===== config.mk =====
export PLATFORM = sky130hd
export DESIGN_NAME = vga_timing_gen
export DESIGN_NICKNAME = d
export VERILOG_FILES = /design/src/rtl/vga_timing_gen.sv
export SDC_FILE = /design/constraint.sdc
export NUM_CORES = 1
export LEC_CHECK = 0
export ABC_AREA = 1
export BUFFER_PORTS_ARGS = -buffer_cell sky130_fd_sc_hd__buf_2
export CORE_UTILIZATION = 44
export DETAILED_ROUTE_END_ITERATION = 12
export GPL_ROUTABILITY_DRIVEN = 0
export GPL_TIMING_DRIVEN = 1
export PLACE_DENSITY = 0.74
export SETUP_SLACK_MARGIN = 0.5
export SLEW_MARGIN = 40
export SYNTH_ARGS = -nofsm -noshare
export SYNTH_HDL_FRONTEND = slang
export SYNTH_SLANG_ARGS = --single-unit

===== constraint.sdc =====
create_clock -name clk_in -period 2.3 [get_ports clk_in]
set_input_delay 0.345 -clock clk_in [delete_from_list [all_inputs] [get_ports clk_in]]
set_output_delay 0.345 -clock clk_in [all_outputs]
set_load 0.01 [all_outputs]

===== src/rtl/vga_timing_gen.sv =====
// vga_timing_gen: VGA raster timing generator with a clk_in-to-pixel clock divider
// Ports: clk_in/reset (async, active-high); current_row/current_line raster position;
// enable (visible area); hsync/vsync (active-low); pixel_tick (first cycle of each pixel);
// frame_start (first cycle of pixel (0,0)); frame_count (8-bit, only with
// VGA_TIMING_FRAME_COUNTER_EN defined).
module vga_timing_gen #(
  parameter int CLK_DIV   = 4,
  parameter int H_VISIBLE = 640,
  parameter int H_FP      = 16,
  parameter int H_SYNC    = 96,
  parameter int H_BP      = 48,
  parameter int V_VISIBLE = 480,
  parameter int V_FP      = 10,
  parameter int V_SYNC    = 2,
  parameter int V_BP      = 33
) (
  input  logic       clk_in,
  input  logic       reset,
  output logic [9:0] current_row,
  output logic [9:0] current_line,
  output logic       enable,
  output logic       hsync,
  output logic       vsync,
  output logic       pixel_tick,
`ifdef VGA_TIMING_FRAME_COUNTER_EN
  output logic [7:0] frame_count,
`endif
  output logic       frame_start
);
  localparam logic [3:0] DIV_LAST = 4'(CLK_DIV - 1);
  localparam logic [9:0] H_LAST   = 10'(H_VISIBLE + H_FP + H_SYNC + H_BP - 1);
  localparam logic [9:0] V_LAST   = 10'(V_VISIBLE + V_FP + V_SYNC + V_BP - 1);
  localparam logic [9:0] H_VIS    = 10'(H_VISIBLE);
  localparam logic [9:0] V_VIS    = 10'(V_VISIBLE);
  localparam logic [9:0] HS_ON    = 10'(H_VISIBLE + H_FP);
  localparam logic [9:0] HS_OFF   = 10'(H_VISIBLE + H_FP + H_SYNC);
  localparam logic [9:0] VS_ON    = 10'(V_VISIBLE + V_FP);
  localparam logic [9:0] VS_OFF   = 10'(V_VISIBLE + V_FP + V_SYNC);
  logic [3:0] div;
  logic       tick;
  logic       row_wrap;
  logic [9:0] row_nxt;
  logic [9:0] line_nxt;
  logic       frame_nxt;
  always_comb begin
    tick      = div == DIV_LAST;
    row_wrap  = current_row == H_LAST;
    row_nxt   = row_wrap ? '0 : current_row + 10'd1;
    line_nxt  = !row_wrap ? current_line : (current_line == V_LAST ? '0 : current_line + 10'd1);
    frame_nxt = tick && row_nxt == '0 && line_nxt == '0;
  end
  // Decoded outputs are only refreshed on a tick, so they keep their reset
  // values until the first pixel after reset release is presented.
  always_ff @(posedge clk_in or posedge reset) begin
    if (reset) begin
      div          <= '0;
      current_row  <= '0;
      current_line <= '0;
      enable       <= 1'b0;
      hsync        <= 1'b1;
      vsync        <= 1'b1;
      pixel_tick   <= 1'b0;
      frame_start  <= 1'b0;
    end else begin
      div         <= tick ? '0 : div + 4'd1;
      pixel_tick  <= tick;
      frame_start <= frame_nxt;
      if (tick) begin
        current_row  <= row_nxt;
        current_line <= line_nxt;
        enable       <= row_nxt < H_VIS && line_nxt < V_VIS;
        hsync        <= !(row_nxt >= HS_ON && row_nxt < HS_OFF);
        vsync        <= !(line_nxt >= VS_ON && line_nxt < VS_OFF);
      end
    end
  end
`ifdef VGA_TIMING_FRAME_COUNTER_EN
  always_ff @(posedge clk_in or posedge reset) begin
    if (reset) frame_count <= '0;
    else if (frame_nxt) frame_count <= frame_count + 8'd1;
  end
`endif
endmodule


==> results.py, run 1 <==
metrics = {
    "setup_path": {
        "criticalPathCategory": "reg2reg",
        "end_kind": "flop",
        "crit_arrival_ns": 1.92,
        "worstSetupStartpointType": "flop",
        "critical_path_required_ns": 2.53,
        "crit_fanout": 6,
    },
    "floorplan": {
        "die-area_um2": 4838,
        "chipHeight_um": 69.56,
        "initial_core_util_pct": 45.80,
        "rows": 24,
        "io_pins": 27,
        "core_um2": 4384,
        "die_w_um": 69.56,
    },
    "route": {
        "num_vias": 1991,
        "drc_errors": 0,
        "wl_mm": 4.908,
        "ant_nets": 0,
        "first_pass_iters": 4,
        "vias_per_cell": 5.145,
        "drt_iter0_drc": 243,
        "wl_per_cell_um": 12.68,
    },
    "sta": {
        "worst-slew-pin-transition_ns": 0.3766,
        "slew_headroom_pct": 74.89,
        "tns_ns": 0,
        "fmax_mhz": 589.5,
        "fin_crit_sh_pct": 73.75,
        "hold_viol": 0,
        "rsz0062_at_grt": "true",
        "finClkSkew_ns": 0.006672,
        "min_period_ns": 1.696,
        "slew_violations": 0,
        "setup_viol": 0,
    },
    "flow_run": {
        "drv_cap": 0,
    },
    "synth": {
        "netlist_instances": 298,
        "synth_fa_ha_area_share_pct": 3.115,
        "synth_nets": 305,
        "ys.flop_type": "dfrtp_1",
        "synth-simple-area-share_pct": 41.00,
        "synth_cell_types": 28,
        "synth.avg_cell_area_um2": 6.739,
        "yosysSeqAreaShare_pct": 36.26,
        "synth_compound_area_share_pct": 7.601,
        "yosysWarnings": 0,
        "synth_edf_count": 0,
        "ys_ff_latch": 29,
        "synth-async-reset-ratio_pct": 100.0,
        "synth_top_family_by_area": "simple AND/OR/NAND/NOR gates",
        "ys_top_cells_by_area": "dfrtp_1, nand2_1, inv_1",
        "syn_area_um2": 2008,
        "synth_common_cells": "nand2_1, inv_1, nor2_1, nand3_1, dfrtp_1",
        "synth_top_area_cell": "dfrtp_1",
        "yosysMostFrequentCell": "nand2_1",
        "synth-xor-area-share_pct": 1.308,
        "synth_top_area_share_pct": 33.64,
        "synth_mux_area_share_pct": 0,
    },
    "power": {
        "switching_power_uw": 210.5,
        "power_frac_comb_pct": 1.2,
        "p_int_uw": 782.0,
        "powerDensity_nw_per_um2": 399.8,
        "vdd_ir_drop_max_uv": 310.9,
        "finalPower_uw": 992.4,
        "p_sw_share_pct": 21.21,
        "leakagePower_nw": 1.229,
        "seq_power_share_pct": 51.4,
        "pwr-share-clk_pct": 47.4,
    },
    "global_route": {
        "grt_antenna_before_repair": 0,
        "grt_pass1_wl_mm": 8.293,
        "overflow": 0,
        "grt_start_max_net_pins": 30,
        "grt_pass1_vias": 1787,
        "track_usage_pct": 21.92,
    },
    "cells_and_area": {
        "antennaDiodeCount": 0,
        "fillers": 432,
        "layout.nets": 341,
        "drive_above_1_share_pct": 26.87,
        "stdcell_area_um2": 2482,
        "layout.cells.non_filler": 387,
        "syn_to_final_growth_pct": 23.61,
    },
    "placed_design": {
        "dpl_cell_area_um2": 2172,
        "dp.cells": 369,
        "dpl.hpwl_mm": 3.246,
        "port_buffers": 26,
    },
    "clock_tree": {
        "clock_path_buffers": 2,
        "root_buffer": "clkbuf_8",
        "ctsHtreeMaxLevel": 2,
        "clk_latency_ns": 0.29,
        "cts_tree": "yes",
        "clock_sink_count": 29,
        "cts_made_buffers": 5,
        "holdBufCountCts": 0,
        "path_clk_slew_ns": 0.06,
    },
    "worst_hold_path": {
        "hold_path_class": "in2async",
    },
    "status": {
        "status": "completed",
    },
}
-- layer usage --
metal	vias up	part of all wire (%)	track usage (%)
met3	9	5.6	4.215
met4	0	1.7	9.297
li1	1017	-	-
met5	-	0	0
met2	56	47	33.33
met1	909	46	30.56
-- placed cells by master (no fill, tap or decap), types with 3 or more instances in the layout --
cell type / n
nand2_1: 86
inv_1: 36
nor2_1: 29
nand3_1: 27
buf_2: 26
o21ai_0: 22
dfrtp_1: 19
nand4_1: 12
buf_4: 12
dfrtp_2: 8
clkbuf_8: 7
nand3_2: 6
nand2_2: 5
a21oi_1: 5
inv_2: 3
nor2_2: 3
xor2_1: 3
-- through the flow --
| step | setup slack, ns | utilization, % | hold slack, ns |
|---|---|---|---|
| after detailed placement | 0.3655 | 49.54 | 0.4326 |
| after floorplan | 0.5950 | - | 0.4216 |
| after global placement | 0.4248 | 49.54 | 0.4364 |
| after global routing | 0.4142 | 56.62 | 0.1657 |
| after CTS | 0.5050 | 52.97 | 0.1230 |
| final | 0.6038 | 56.62 | 0.1074 |
-- timing repair --
item,4_1_cts,5_1_grt
buffers inserted,2,7
endpoints found under the setup margin,5,5
gates cloned,1,0
pin swaps,0,11
gates resized for setup,9,27
-- cell families (layout without fill, tap and decap cells) --
logic type / Yosys count / after routing
adder cells (fa/ha/maj): 5 / 5
flip-flops: 29 / 29
AND/OR/NAND/NOR: 179 / 179
buffers and inverters: 52 / 89
AO/OA/AOI/OAI: 30 / 30
XOR/XNOR: 3 / 3
-- worst max-delay path, cell delays in order, from the launching register on --
cell and delay [ns]:
dfrtp_2 0.46, inv_4 0.10, ha_4 0.13, inv_2 0.03
nor2_1 0.07, nand4_1 0.19, nand3_1 0.17, nand2_2 0.08
inv_2 0.06, nand2_2 0.05, nor2_2 0.11, nand3_1 0.07
nor2_1 0.11
-- power groups by stage --
| stage | Sequential (mW) | Combinational [mW] | Clock [mW] |
|---|---|---|---|
| 2_1_floorplan | 0.520 | 0.00752 | 0 |
| 3_3_place_gp | 0.520 | 0.0127 | 0 |
| 3_5_place_dp | 0.520 | 0.0125 | 0 |
| 4_1_cts | 0.510 | 0.0126 | 0.478 |
| 5_1_grt | 0.510 | 0.0148 | 0.499 |
| 6_report | 0.510 | 0.0119 | 0.470 |
-- sequential cells by signal, indices dropped and copies added, names as in the netlist --
signal and flops:
frame_start 1, current_line 10, current_row 10, pixel_tick 1, hsync 1, div 4, vsync 1, enable 1
-- worst paths after layout --
check / end / cells past startpoint / start / slack [ns]
worst max-delay path: frame_start / 12 / current_line[0] / 0.60
worst min-delay path: pixel_tick / 3 / reset / 0.11
worst max register to register: frame_start / 12 / current_line[0] / 0.60
worst min register to register: div[0] / 1 / div[0] / 0.45
max in group asynchronous: vsync / 3 / reset / 1.86
min in group clk_in: div[0] / 1 / div[0] / 0.45
-- cell type report --
class	count	area, um^2	share of cell area, %
repair buffers	40	255.2	10.28
well taps	52	65.06	2.621
clock inverters	1	5.005	0.2016
multi-input cells	217	1162	46.82
clock buffers	7	96.34	3.881
flip-flops and latches	29	738.2	29.74
inverters	41	160.2	6.452
(Power assumes the default switching activity.)
==> inputs of run 2 (changes only) <==
--- a/config.mk
+++ b/config.mk
@@ -11,7 +11,7 @@
 export DETAILED_ROUTE_END_ITERATION = 12
 export GPL_ROUTABILITY_DRIVEN = 0
 export GPL_TIMING_DRIVEN = 1
-export PLACE_DENSITY = 0.74
+export PLACE_DENSITY = 0.76
 export SETUP_SLACK_MARGIN = 0.5
 export SLEW_MARGIN = 40
 export SYNTH_ARGS = -nofsm -noshare
==> constraint.sdc (replaced) <==
create_clock -name clk_in -period 1.5 [get_ports clk_in]
set_input_delay 0.225 -clock clk_in [delete_from_list [all_inputs] [get_ports clk_in]]
set_output_delay 0.225 -clock clk_in [all_outputs]
set_load 0.01 [all_outputs]
==> results.py, run 2 (same netlist as run 1, synthesis figures left out) <==
metrics = {
    "setup_path": {
        "critical_path_required_ns": 1.72,
        "path_common_cell": "buf_4",
        "crit_end": "frame_start",
        "r2r_setup_slack_ns": -0.31,
        "max_stage_delay_ns": 0.40,
        "path_cells": "inv_2, buf_4, buf_4, nor3_2, buf_4, nand3_2, nand2_2, nand2_1, nor2_1, nand3_1, nor2_1",
        "reg2reg_to": "frame_start",
        "end_kind": "flop",
        "criticalPathCategory": "reg2reg",
        "worstSetupStartpointType": "flop",
        "r2r_cells": 11,
        "r2r-start": "current_line[0]",
        "crit_fanout": 4,
        "crit_arrival_ns": 2.03,
        "crit_start": "current_line[0]",
        "cp_slowest_cell": "dfrtp_2",
    },
    "global_route": {
        "grt_antenna_before_repair": 0,
        "grt_pass1_wl_mm": 11.32,
        "met1_usage_pct": 35.99,
        "busiest_layer": "met2",
        "overflow": 0,
        "met3_usage_pct": 5.814,
        "grt_pass1_vias": 2389,
        "track_usage_pct": 30.35,
        "grt.met2_usage_pct": 51.89,
        "grt_start_max_net_pins": 30,
    },
    "route": {
        "ant_nets": 0,
        "drt_iter0_drc": 365,
        "first_pass_iters": 7,
        "num_vias": 2702,
        "drc_errors": 0,
        "wl_per_cell_um": 19.28,
        "wl_mm": 9.025,
        "vias_per_cell": 5.774,
    },
    "sta": {
        "worst-slew-pin-transition_ns": 0.4035,
        "hold_viol": 1,
        "finClkSkew_ns": 0.008924,
        "fmax_mhz": 553.6,
        "layout_setup_ws_ns": -0.3063,
        "rsz0062_at_grt": "true",
        "setup_viol": 14,
        "slew_headroom_pct": 73.10,
        "fin_crit_sh_pct": 120.4,
        "min_period_ns": 1.806,
        "holdWs_ns": -0.0001385,
        "slew_violations": 0,
    },
    "cells_and_area": {
        "layout.cells.non_filler": 468,
        "top_regs": "current_line (10), current_row (10), div (4)",
        "syn_to_final_growth_pct": 86.23,
        "layout.nets": 422,
        "stdcell_area_um2": 3740,
        "layout_commonest_cell": "nand2_1",
        "drive_above_1_share_pct": 56.73,
        "antennaDiodeCount": 0,
        "final_cell_mix": "nand2_1, buf_4, buf_6",
    },
    "floorplan": {
        "io_pins": 27,
        "die_w_um": 69.56,
        "chipHeight_um": 69.56,
        "rows": 24,
        "core_um2": 4384,
        "die-area_um2": 4838,
        "initial_core_util_pct": 45.80,
    },
    "placed_design": {
        "port_buffers": 26,
        "dpl.hpwl_mm": 4.045,
        "preCtsSetupSlack_ns": -0.1624,
        "dpl_cell_area_um2": 2599,
        "dp.cells": 415,
    },
    "power": {
        "vdd_ir_drop_max_uv": 596.0,
        "powerDensity_nw_per_um2": 449.6,
        "switching_power_uw": 355.1,
        "leakagePower_nw": 1.795,
        "seq_power_share_pct": 46.5,
        "p_sw_share_pct": 21.12,
        "pwr-share-clk_pct": 52.3,
        "power_frac_comb_pct": 1.2,
        "p_int_mw": 1.326,
    },
    "worst_hold_path": {
        "hold_path_class": "in2async",
    },
    "clock_tree": {
        "clock_path_buffers": 2,
        "cts_made_buffers": 5,
        "path_clk_slew_ns": 0.07,
        "clock_sink_count": 29,
        "root_buffer": "clkbuf_8",
        "holdBufCountCts": 0,
        "clk_latency_ns": 0.30,
        "ctsHtreeMaxLevel": 2,
        "cts_tree": "yes",
    },
    "status": {
        "status": "complete, but fails checks",
        "violations": "negative hold slack, negative setup slack",
    },
    "flow_run": {
        "drv_cap": 0,
    },
}
[run 2: cell types whose count changed in the layout (fill, tap and decap cells not counted), sizes merged]
cell      previous run  this run
clkinvlp             1         0
bufinv               0         1
buf                 40       118
clkbuf               7         9
inv                 40        41
[run 2: area by class of cell]
class / instances / area, um^2
Inverter: 41 / 161.4
Multi-Input combinational cell: 217 / 1449
Clock inverter: 1 / 30.03
Clock buffer: 7 / 86.33
Timing Repair inverter: 1 / 16.27
Sequential cell: 29 / 743.2
Timing Repair Buffer: 120 / 1189
Fill cell: 234 / 644.4
Tap cell: 52 / 65.06
[run 2: critical path: cells and delay by family (launching register included)]
family | cells | cell delay [ns]
DFF | 1 | 0.40
buffers and inverters | 4 | 0.50
and+or+nand+nor | 7 | 0.83
[run 2: stage by stage]
stage	total power, mW	hold slack [ns]	util [%]	setup TNS [ns]
6_report	1.681	-0.0001385	85.30	-1.674
5_1_grt	1.713	0.04673	85.30	-2.974
4_1_cts	1.679	0.01138	73.60	-0.3528
3_5_place_dp	0.8169	0.3230	59.28	-0.5520
3_3_place_gp	0.8162	0.3166	59.28	-0.2969
2_1_floorplan	0.8081	0.3012	-	-0.1420
[run 2: worst min path at each step]
| stage | startpoint | slack (ns) | to | cells after the start |
|---|---|---|---|---|
| 2_1_floorplan | reset | 0.30 | current_line[2] | 1 |
| 3_3_place_gp | reset | 0.32 | pixel_tick | 3 |
| 3_5_place_dp | reset | 0.32 | pixel_tick | 3 |
| 4_1_cts | reset | 0.01 | pixel_tick | 3 |
| 5_1_grt | reset | 0.05 | pixel_tick | 3 |
| 6_report | reset | -0.0001 | pixel_tick | 3 |
[run 2: what timing repair did]
item | CTS | global route
setup endpoints to repair | 52 | 52
cloned | 4 | 3
buffers inserted | 17 | 21
pin swaps | 14 | 33
gates resized for setup | 86 | 76
endpoints found under the hold margin | 0 | 0
[run 2: metal layers]
layer  part of all wire [%]  vias to the layer above
li1                       -                     1195
met1                     36                     1283
met2                     52                      173
met3                    6.6                       51
met4                    5.1                        0
met5                      0                        -
[run 2: power groups by stage]
stage                     Sequential [mW]  Combinational, mW  Clock [mW]
after floorplan                     0.797             0.0115           0
after global placement              0.797             0.0196           0
after detailed placement            0.797             0.0203           0
after CTS                           0.782             0.0202       0.877
after global routing                0.781             0.0225       0.909
final                               0.782             0.0195       0.880
==> inputs of run 3 (changes only) <==
--- a/config.mk
+++ b/config.mk
@@ -7,11 +7,11 @@
 export LEC_CHECK = 0
 export ABC_AREA = 1
 export BUFFER_PORTS_ARGS = -buffer_cell sky130_fd_sc_hd__buf_2
-export CORE_UTILIZATION = 44
+export CORE_UTILIZATION = 30
 export DETAILED_ROUTE_END_ITERATION = 12
 export GPL_ROUTABILITY_DRIVEN = 0
 export GPL_TIMING_DRIVEN = 1
-export PLACE_DENSITY = 0.76
+export PLACE_DENSITY = 0.59
 export SETUP_SLACK_MARGIN = 0.5
 export SLEW_MARGIN = 40
 export SYNTH_ARGS = -nofsm -noshare
==> results.py, run 3 (same netlist as run 1, synthesis figures left out) <==
metrics = {
    "status": {
        "status": "complete, but fails checks",
        "violations": "design-rule violations, negative hold slack, negative setup slack",
    },
    "placed_design": {
        "port_buffers": 26,
        "dp.cells": 444,
        "dpl.hpwl_mm": 4.155,
        "preCtsSetupSlack_ns": -0.2316,
        "dpl_cell_area_um2": 2660,
    },
    "setup_path": {
        "crit_fanout": 4,
        "criticalPathCategory": "reg2reg",
        "r2r-start": "current_line[0]",
        "r2r_cells": 12,
        "crit_arrival_ns": 1.89,
        "end_kind": "flop",
        "worstSetupStartpointType": "flop",
        "reg2reg_to": "current_line[2]",
        "r2r_setup_slack_ns": -0.21,
        "critical_path_required_ns": 1.69,
        "crit_start": "current_line[0]",
    },
    "route": {
        "wl_per_cell_um": 14.86,
        "drc_errors": 2,
        "num_vias": 2480,
        "ant_nets": 0,
        "first_pass_iters": 9,
        "vias_per_cell": 5.020,
        "wl_mm": 7.339,
        "drt_iter0_drc": 161,
    },
    "cells_and_area": {
        "drive_above_1_share_pct": 55.16,
        "stdcell_area_um2": 3725,
        "final_cell_mix": "nand2_1, buf_6, buf_4",
        "layout.cells.non_filler": 494,
        "syn_to_final_growth_pct": 85.48,
        "top_regs": "current_line (10), current_row (10), div (4)",
        "layout_commonest_cell": "nand2_1",
        "fin_util_pct": 58.00,
        "layout.nets": 423,
        "antennaDiodeCount": 0,
    },
    "floorplan": {
        "die_w_um": 83.82,
        "io_pins": 27,
        "initial_core_util_pct": 31.27,
        "core_um2": 6422,
        "chipHeight_um": 83.82,
        "die-area_um2": 7025,
        "rows": 29,
    },
    "global_route": {
        "busiest_layer": "met2",
        "grt.met2_usage_pct": 37.18,
        "grt_pass1_wl_mm": 11.76,
        "grt_pass1_vias": 2504,
        "track_usage_pct": 21.25,
        "grt_start_max_net_pins": 30,
        "grt_antenna_before_repair": 0,
        "overflow": 0,
        "met1_usage_pct": 26.03,
        "met3_usage_pct": 5.242,
    },
    "power": {
        "vdd_ir_drop_max_uv": 384.4,
        "leakagePower_nw": 1.805,
        "powerDensity_nw_per_um2": 413.4,
    },
    "sta": {
        "fin_crit_sh_pct": 113.8,
        "holdWs_ns": -0.00004857,
        "rsz0062_at_grt": "true",
        "tns_ns": -1.412,
        "finClkSkew_ns": 0.01243,
        "layout_setup_ws_ns": -0.2074,
        "slew_violations": 0,
        "setup_viol": 15,
        "slew_headroom_pct": 73.66,
        "hold_viol": 1,
        "worst-slew-pin-transition_ns": 0.3951,
        "fmax_mhz": 585.7,
        "min_period_ns": 1.707,
    },
    "clock_tree": {
        "path_clk_slew_ns": 0.08,
        "cts_tree": "yes",
        "ctsHtreeMaxLevel": 2,
        "clk_latency_ns": 0.29,
        "root_buffer": "clkbuf_8",
        "cts_made_buffers": 5,
        "clock_sink_count": 29,
        "clock_path_buffers": 2,
    },
    "worst_hold_path": {
        "hold_path_class": "in2async",
    },
    "flow_run": {
        "drv_cap": 0,
    },
}
==> run 3: per-stage QoR <==
step           hold WS [ns]  power (mW)
2_1_floorplan        0.3012      0.8081
3_3_place_gp         0.3281      0.8167
3_5_place_dp         0.3277      0.8170
4_1_cts             0.02628       1.547
5_1_grt             0.04114       1.598
6_report        -0.00004857       1.540
==> run 3: critical path, cell delays in order, from the launching register on <==
cell,delay (ns)
dfrtp_2,0.43
inv_2,0.08
ha_4,0.14
inv_2,0.03
nor2_2,0.08
nand4_1,0.20
buf_4,0.22
nand3_2,0.06
nand2_2,0.07
buf_6,0.11
buf_6,0.10
nand2_2,0.05
o21ai_2,0.04
==> run 3: layout make-up <==
type | instances | area (um^2)
clock buffers | 7 | 96.34
clock inverters | 1 | 5.005
fillers | 549 | 2698
inverters | 41 | 158.9
multi-input cells | 218 | 1416
flip-flops and latches | 29 | 745.7
well taps | 77 | 96.34
repair buffers | 120 | 1200
repair inverters | 1 | 6.256
==> run 3: per-layer routing <==
metal	up-vias	part of all wire [%]
met1	1196	41
met4	0	1.6
met5	-	0
met3	13	5.9
li1	1193	-
met2	78	52
==> run 3: power by group <==
group | internal (mW) | switching, mW
logic | 0.00284 | 0.0161
clock network | 0.415 | 0.325
registers | 0.782 | 0
total | 1.20 | 0.341
==> run 3: repair_timing <==
item                                    4_1_cts  5_1_grt
gates resized for setup                     117       46
cloned                                        4        1
pin swaps                                    27       23
endpoints found under the setup margin       51       52
hold buffers                                  0        0
buffers inserted                             24       13
==> run 3: worst max path at each step <==
stage | end | slack, ns | depth (start not counted)
3_5_place_dp | frame_start | -0.23 | 12
3_3_place_gp | frame_start | -0.21 | 12
2_1_floorplan | enable | -0.04 | 10
5_1_grt | frame_start | -0.32 | 11
6_report | current_line[2] | -0.21 | 12
4_1_cts | vsync | -0.17 | 12
